`src/rtl/salidas_uart_tx_if.sv`:
```
// Bus bundle between the MIPS core's salidas output and the UART trace transmitter.
interface salidas_uart_tx_if #(
  parameter int unsigned FIFO_AW = 2
);
  logic [8:0]       salidas;
  logic             tx;
  logic             busy;
  logic             overflow;
  logic [FIFO_AW:0] fifo_count;

  modport master (output salidas, input tx, busy, overflow, fifo_count);
  modport slave  (input salidas, output tx, busy, overflow, fifo_count);
endinterface

```
`src/rtl/salidas_uart_tx.sv`:
```
// Queues every change of the 9-bit salidas bus and sends it as two UART bytes on tx.
// Optional 8E1 framing when SALIDAS_UART_PARITY_EN is defined.
module salidas_uart_tx #(
  parameter int unsigned CLKS_PER_BIT = 16,
  parameter int unsigned FIFO_AW      = 2
) (
  input  logic             clk,
  input  logic             rst,
  salidas_uart_tx_if.slave bus
);
  localparam int unsigned DEPTH = 1 << FIFO_AW;
  localparam int unsigned CNT_W = $clog2(CLKS_PER_BIT);

`ifdef SALIDAS_UART_PARITY_EN
  typedef enum logic [2:0] {IDLE, START, DATA, PARITY, STOP} state_t;
`else
  typedef enum logic [1:0] {IDLE, START, DATA, STOP} state_t;
`endif

  state_t           state, state_n;
  logic [CNT_W-1:0] baud, baud_n;
  logic [2:0]       bit_idx, bit_n;
  logic             byte_sel, sel_n;
  logic [8:0]       hold, hold_n;
  logic             tx_q, tx_n;
  logic [7:0]       cur_n;
  logic             bit_done;

  logic [8:0]         mem [DEPTH];
  logic [FIFO_AW-1:0] wr_ptr, rd_ptr;
  logic [FIFO_AW:0]   count;
  logic [8:0]         last_q;
  logic               ovf_q;
  logic               change, full, pop, push;

  assign change = (bus.salidas != last_q);
  assign full   = (count == (FIFO_AW+1)'(DEPTH));
  assign pop    = (state == IDLE) && (count != '0);
  // A pop in the same edge frees a slot, so a full FIFO can still accept.
  assign push   = change && (!full || pop);

  always_ff @(posedge clk or negedge rst) begin
    if (!rst) begin
      last_q <= '0;
      wr_ptr <= '0;
      rd_ptr <= '0;
      count  <= '0;
      ovf_q  <= 1'b0;
    end else begin
      if (change)         last_q <= bus.salidas;
      if (push)           wr_ptr <= wr_ptr + 1'b1;
      if (pop)            rd_ptr <= rd_ptr + 1'b1;
      if (change && !push) ovf_q <= 1'b1;
      case ({push, pop})
        2'b10:   count <= count + 1'b1;
        2'b01:   count <= count - 1'b1;
        default: count <= count;
      endcase
    end
  end

  always_ff @(posedge clk) begin
    if (push) mem[wr_ptr] <= bus.salidas;
  end

  assign bit_done = (baud == CNT_W'(CLKS_PER_BIT - 1));

  always_comb begin
    state_n = state;
    baud_n  = bit_done ? '0 : baud + 1'b1;
    bit_n   = bit_idx;
    sel_n   = byte_sel;
    hold_n  = hold;
    case (state)
      IDLE: begin
        baud_n = '0;
        if (pop) begin
          hold_n  = mem[rd_ptr];
          sel_n   = 1'b0;
          state_n = START;
        end
      end
      START: begin
        if (bit_done) begin
          state_n = DATA;
          bit_n   = '0;
        end
      end
      DATA: begin
        if (bit_done) begin
          if (bit_idx == 3'd7) begin
`ifdef SALIDAS_UART_PARITY_EN
            state_n = PARITY;
`else
            state_n = STOP;
`endif
          end else begin
            bit_n = bit_idx + 1'b1;
          end
        end
      end
`ifdef SALIDAS_UART_PARITY_EN
      PARITY: begin
        if (bit_done) state_n = STOP;
      end
`endif
      STOP: begin
        if (bit_done) begin
          if (!byte_sel) begin
            sel_n   = 1'b1;
            state_n = START;
          end else begin
            state_n = IDLE;
          end
        end
      end
      default: state_n = IDLE;
    endcase

    // tx is registered, so it is derived from the state being entered.
    cur_n = sel_n ? {1'b1, 6'b000000, hold_n[8]} : hold_n[7:0];
    case (state_n)
      START:   tx_n = 1'b0;
      DATA:    tx_n = cur_n[bit_n];
`ifdef SALIDAS_UART_PARITY_EN
      PARITY:  tx_n = ^cur_n;
`endif
      default: tx_n = 1'b1;
    endcase
  end

  always_ff @(posedge clk or negedge rst) begin
    if (!rst) begin
      state    <= IDLE;
      baud     <= '0;
      bit_idx  <= '0;
      byte_sel <= 1'b0;
      hold     <= '0;
      tx_q     <= 1'b1;
    end else begin
      state    <= state_n;
      baud     <= baud_n;
      bit_idx  <= bit_n;
      byte_sel <= sel_n;
      hold     <= hold_n;
      tx_q     <= tx_n;
    end
  end

  assign bus.tx         = tx_q;
  assign bus.busy       = (state != IDLE);
  assign bus.overflow   = ovf_q;
  assign bus.fifo_count = count;
endmodule

```
`src/flat_wrapper.sv`:
```
// flat-port wrapper written by rule: the top's interface ports become plain ports
module salidas_uart_tx_flat 
#(
  parameter int unsigned CLKS_PER_BIT = 16,
  parameter int unsigned FIFO_AW      = 2
)
  (clk, rst, bus_salidas, bus_tx, bus_busy, bus_overflow, bus_fifo_count);
  salidas_uart_tx_if #(.FIFO_AW(FIFO_AW)) bus_i ();
  input  logic clk;
  input  logic rst;
  input wire logic [$bits(bus_i.salidas)-1:0] bus_salidas;
  output wire logic [$bits(bus_i.tx)-1:0] bus_tx;
  output wire logic [$bits(bus_i.busy)-1:0] bus_busy;
  output wire logic [$bits(bus_i.overflow)-1:0] bus_overflow;
  output wire logic [$bits(bus_i.fifo_count)-1:0] bus_fifo_count;
  assign bus_i.salidas = bus_salidas;
  assign bus_tx = bus_i.tx;
  assign bus_busy = bus_i.busy;
  assign bus_overflow = bus_i.overflow;
  assign bus_fifo_count = bus_i.fifo_count;
  salidas_uart_tx #(.CLKS_PER_BIT(CLKS_PER_BIT), .FIFO_AW(FIFO_AW)) u_core (.clk(clk), .rst(rst), .bus(bus_i));
endmodule
```
`config.mk`:
```
export PLATFORM = sky130hd
export DESIGN_NAME = salidas_uart_tx_flat
export DESIGN_NICKNAME = d
export VERILOG_FILES = /design/src/rtl/salidas_uart_tx_if.sv /design/src/rtl/salidas_uart_tx.sv /design/src/flat_wrapper.sv
export SDC_FILE = /design/constraint.sdc
export NUM_CORES = 1
export LEC_CHECK = 0
export CAP_MARGIN = 20
export CORE_ASPECT_RATIO = 0.75
export CORE_MARGIN = 4
export CORE_UTILIZATION = 27
export CTS_CLUSTER_SIZE = 28
export DETAILED_ROUTE_END_ITERATION = 6
export PLACE_DENSITY = 0.46
export SLEW_MARGIN = 20
export SYNTH_ARGS = -nofsm -noshare
export SYNTH_HDL_FRONTEND = slang
export SYNTH_SLANG_ARGS = --single-unit
```
`constraint.sdc`:
```
create_clock -name clk -period 4.1 [get_ports clk]
set_input_delay 0.82 -clock clk [delete_from_list [all_inputs] [get_ports clk]]
set_output_delay 0.82 -clock clk [all_outputs]
set_load 0.01 [all_outputs]
```
== Word level (Yosys, flattened, before mapping) ==
Memories as Yosys holds them, arrays and structs flattened.
Cells that the tools add are included.
Word-level totals
  register bits: 37
  RAM bits: 36
  output and inout bits: 6
  word-level logic and storage cells: 65
  memories kept: 1
Memories
  u_core.mem: words 4, bits a word 9, read ports 1, clocked after Yosys merged registers in 0, wr ports 1, line salidas_uart_tx.sv:29  | logic [8:0] mem [DEPTH];
Cells by class
  add/subtract/negate cells: 6
  $lt $le $gt $ge: 1
  equality and inequality tests: 11
  muxes and demuxes: 25
  reductions and logical operators: 10
Operators by type and width (number)
  9-bit two-way mux: 2
  3-bit one-hot mux with 2 select lines: 2
  2-bit two-way mux: 5
  3-bit two-way mux: 3
  9-bit != test: 1
  2-bit == test, second input constant: 4
  4-bit two-way mux: 2
  8-bit two-way mux: 1
  2-bit one-hot mux with 4 select lines: 1
  3-bit by 1-bit adder with 3-bit output, second input constant: 2
  2-bit by 1-bit == test with 1-bit output, second input constant: 3
  3-bit == test, second input constant: 2
  1-bit two-way mux: 6
  2-bit by 1-bit adder with 2-bit output, second input constant: 2
  4-bit by 1-bit adder with 4-bit output, second input constant: 1
  4-bit == test, second input constant: 1
  3-bit by 4-bit less-than comparator with 1-bit output, second input constant: 1
  1-bit one-hot mux with 2 select lines: 2
  2-bit nonzero test: 2
  1-bit binary-select mux with 3-bit select: 1
  1-bit logical AND: 3
  3-bit nonzero test: 1
  3-bit by 1-bit subtractor with 3-bit output, second input constant: 1
  1-bit logical NOT: 2
  2 further kinds: 2

== Logic depth before layout (Yosys ltp) ==
  word-level depth: 8
  mapped depth: 12

== Worst setup path after synthesis ==
OpenSTA, ideal clock, no wires.
  path kind: input port to flip-flop
  start point: input port bus_salidas[2]
  end point: register u_core.count[2], in the netlist u_core.bus.fifo_count[2]
  setup time: 80 ps
  arrival time: 2520 ps
  setup slack: 1501 ps
  stages on the path: 12
  buffers on the path: 0
  cells stage by stage: xor2_1 nor4_1 nand4_1 inv_1 nor2_1 inv_1 ha_1 inv_1 fa_1 xor2_1 nor2_1 xor2_1
Between the ends
  cells in the longest elaborated chain, start to end: 4
  elaborated cells on any way between the ends: 6
  those cells by class: eq/ne (3); mux (1); reduce/logical (2)
RTL lines
  start: declaration: line flat_wrapper.sv:11  | input wire logic [$bits(bus_i.salidas)-1:0] bus_salidas;
  9-bit != test *: line salidas_uart_tx.sv:36  | assign change = (bus.salidas != last_q);
  1-bit logical AND *: line salidas_uart_tx.sv:40  | assign push = change && (!full || pop);
  2-bit by 1-bit == test with 1-bit output / 2-bit == test (equally long branches): line salidas_uart_tx.sv:54  | case ({push, pop})
  3-bit one-hot mux with 2 select lines / 2-bit nonzero test (equally long branches)
  end signal: assignment: line salidas_uart_tx.sv:55  | 2'b10: count <= count + 1'b1;
  end signal: assignment: line salidas_uart_tx.sv:56  | 2'b01: count <= count - 1'b1;
  end signal: assignment: line salidas_uart_tx.sv:57  | default: count <= count;
  end: declaration: line salidas_uart_tx.sv:31  | logic [FIFO_AW:0] count;
Mark *: on every way between the ends. The rest lies on a longest branch, timed or not.
A chain may end at the register's enable or synchronous reset.

== Final worst setup path ==
  start point: input port bus_salidas[1]
  end point: register u_core.count[2], in the netlist u_core.bus.fifo_count[2]
The elaborated chain is that of the path after synthesis.

==> impl_metrics.json <==
{
  "status": "finished clean",
  "initial_core_util_pct": 27.55,
  "cts_tree": "done",
  "dp_hpwl_mm": 3.963,
  "seq_area_frac_synth_pct": 62.99,
  "hold_viol": 0,
  "relSlewSlack_pct": 39.31,
  "combPwrFrac_pct": 32.7,
  "cp_slowest_stage_delay_ns": 0.53,
  "ys_async_sr_fraction_pct": 50.68,
  "yosysTopAreaCellShare_pct": 33.91,
  "clock_latency_ns": 0.33,
  "multi_input_area_mm2": 0.001052,
  "hold_path.class": "register to register",
  "clkPwrFrac_pct": 26.2,
  "p_seq_share_pct": 41.1,
  "setup_viol": 0,
  "p_sw_mw": 0.9937,
  "clkSinkCount": 73,
  "yosysUniqueCellTypes": 44,
  "tightest_slew_ns": 0.9103,
  "track_usage_pct": 9.620,
  "areaGrowthSynthToFinish_pct": 18.64,
  "seq_area_mm2": 0.002008,
  "crit_required_ns": 4.36,
  "gp_congestion": 0.7304,
  "syn_area_mm2": 0.003188,
  "fin_crit_sh_pct": 77.83,
  "yosysTopAreaCell": "edfxtp_1",
  "clockBufferDepth": 2,
  "die_w_um": 133.5,
  "io_pins": 17,
  "start_kind": "input pin",
  "cts_buffers": 9,
  "ir_drop_mv": 0.2554,
  "crit_type": "input pin to register",
  "synth_commonest_cells": "dfrtp_1, edfxtp_1, nand2_1",
  "grt_max_degree": 38,
  "dpl-instance-area_mm2": 0.003486,
  "port_buffers": 16,
  "p_int_mw": 1.964,
  "vias_per_cell": 4.199,
  "syn_inst": 237,
  "vias": 1751,
  "htreeDepth": 3,
  "cap_violations": 0,
  "clockRootBuffer": "clkbuf_16",
  "fin_crit_ns": 3.191,
  "p_leak_nw": 1.506,
  "yosysWarningCount": 0,
  "synth-seq-cells": 73,
  "wl_mm": 5.935,
  "finClkSkew_ns": 0.008249,
  "grt_pass1_vias": 1861,
  "fill_cells": 1164,
  "crit_arrival_ns": 3.45,
  "drtAntennaViolNets": 0,
  "slew_viol_final": 0,
  "first_iter_violations": 75,
  "fp.dieH_um": 102.1,
  "die-area_mm2": 0.01363,
  "placedCellCount": 401,
  "layout.nets": 274,
  "hold_buffers": 0,
  "place_ws_ns": 0.5439,
  "grt_setup_unrepaired": "false",
  "post_cts_buffers": 0,
  "fin_area_mm2": 0.003782,
  "core_mm2": 0.01157,
  "synth_edf_count": 36,
  "fmax_mhz": 313.4,
  "avgSynthCellArea_um2": 13.45,
  "cts.repair.resized": 0,
  "synthTopCellsByArea": "edfxtp_1, dfrtp_1, mux4_2",
  "grt_first_pass_wirelength_mm": 9.818,
  "diodes": 0,
  "grt_overflow": 0,
  "powerDensity_mw_per_mm2": 781.9,
  "crit_slowest_cell": "clkdlybuf4s50_1",
  "antenna_found_initial": 0,
  "worstPathMaxFanout": 8,
  "total_power_mw": 2.958,
  "route.detailed.drc": 0,
  "crit_path_cell_trace": "clkdlybuf4s50_1 > xor2_1 > nor4_1 > nand4_1 > inv_1 > nor2_1 > inv_1 > ha_1 > inv_1 > fa_1 > xor2_1 > nor2_1 > xor2_1",
  "fin_ws_ns": 0.9091,
  "drive_above_1_share_pct": 12.55,
  "first_pass_iters": 4,
  "swShare_pct": 33.60,
  "wl_per_cell_um": 14.23,
  "fin_setup_tns_ns": 0,
  "instances_no_fill": 417,
  "rows": 34,
  "clk_pin_slew_worst_paths_ns": 0.06,
  "endpoint_kind": "register",
  "syn-num-nets": 261,
  "synth_ff_type": "edfxtp_1"
}
[layout make-up]
| cell class | instances | share of cell area (%) |
|---|---|---|
| Tap cell | 162 | 5.359 |
| Timing Repair Buffer | 16 | 4.102 |
| Clock inverter | 6 | 1.786 |
| Sequential cell | 73 | 53.09 |
| Multi-Input combinational cell | 132 | 27.82 |
| Clock buffer | 10 | 6.054 |
| Inverter | 18 | 1.786 |
[registers in the layout, indices dropped and copies added, names as in the netlist]
name,flops
u_core.rd_ptr,2
u_core.mem,36
u_core.bit_idx,3
u_core.hold,9
u_core.bus.fifo_count,3
u_core.byte_sel,1
u_core.wr_ptr,2
u_core.last_q,9
u_core.bus.overflow,1
u_core.state,2
u_core.bus.tx,1
u_core.baud,4
[metal layers]
| metal | wire, µm | GRT usage [%] | share of wire, % |
|---|---|---|---|
| met2 | 2504 | 13.07 | 42 |
| met1 | 3097 | 13.80 | 52 |
| met4 | 94 | 3.557 | 1.6 |
| met3 | 239 | 3.839 | 4.0 |
| met5 | 0 | 0 | 0 |
[per-stage QoR]
step	util (%)	hold WS (ns)
5_1_grt	32.69	0.4985
6_report	32.69	0.4672
4_1_cts	32.69	0.4767
2_1_floorplan	-	0.4401
3_3_place_gp	30.13	0.4580
3_5_place_dp	30.13	0.4627
[kinds of logic after synthesis]
logic type | synth area share (%)
compound gates | 7.026
simple gates | 8.438
flops | 62.99
mux | 7.810
xor+xnor | 4.396
buf+inv | 4.003
fa+ha+maj | 5.337
[placed cells by master, fill, tap and decap left out, types with 2 or more instances in the layout]
cell type and n:
o31ai_1 2, ha_1 12, dfrtp_1 36, nand3_1 2
a21oi_1 9, o21ai_0 5, xor2_1 9, nand2_1 31
inv_1 17, edfxtp_1 36, and2_1 4, a221oi_1 3
clkinvlp_4 2, nor4b_1 2, and3_1 2, nor3_1 5
a31oi_1 3, xnor2_1 7, mux4_2 9, mux2i_1 2
clkdlybuf4s50_1 15, clkbuf_16 9, nor2_1 6
[power by group through the flow]
| stage | sequential [mW] | combinational [mW] | clock [mW] |
|---|---|---|---|
| 2_1_floorplan | 1.16 | 0.749 | 0 |
| 5_1_grt | 1.25 | 1.10 | 0.826 |
| 3_3_place_gp | 1.23 | 0.986 | 0 |
| 6_report | 1.22 | 0.966 | 0.776 |
| 3_5_place_dp | 1.23 | 0.985 | 0 |
| 4_1_cts | 1.22 | 0.990 | 0.797 |
[worst paths after layout]
kind | cells past startpoint | slack, ns | startpoint | end
worst max-delay path | 13 | 0.91 | bus_salidas[1] | u_core.bus.fifo_count[2]
worst min-delay path | 2 | 0.47 | u_core.hold[2] | u_core.hold[2]
worst max register to register | 11 | 1.19 | u_core.state[0] | u_core.bus.fifo_count[2]
worst min register to register | 2 | 0.47 | u_core.hold[2] | u_core.hold[2]
max in group asynchronous | 1 | 2.91 | rst | u_core.last_q[2]
min in group asynchronous | 1 | 0.63 | rst | u_core.last_q[6]
[worst max-delay path: cells and delay by family]
family / cells / cell delay [ns]
simple gates: 4 / 0.77
fa+ha+maj: 2 / 0.55
xor+xnor: 3 / 0.52
buf+inv: 4 / 0.79
No activity file was read; power rests on OpenSTA's default activity.
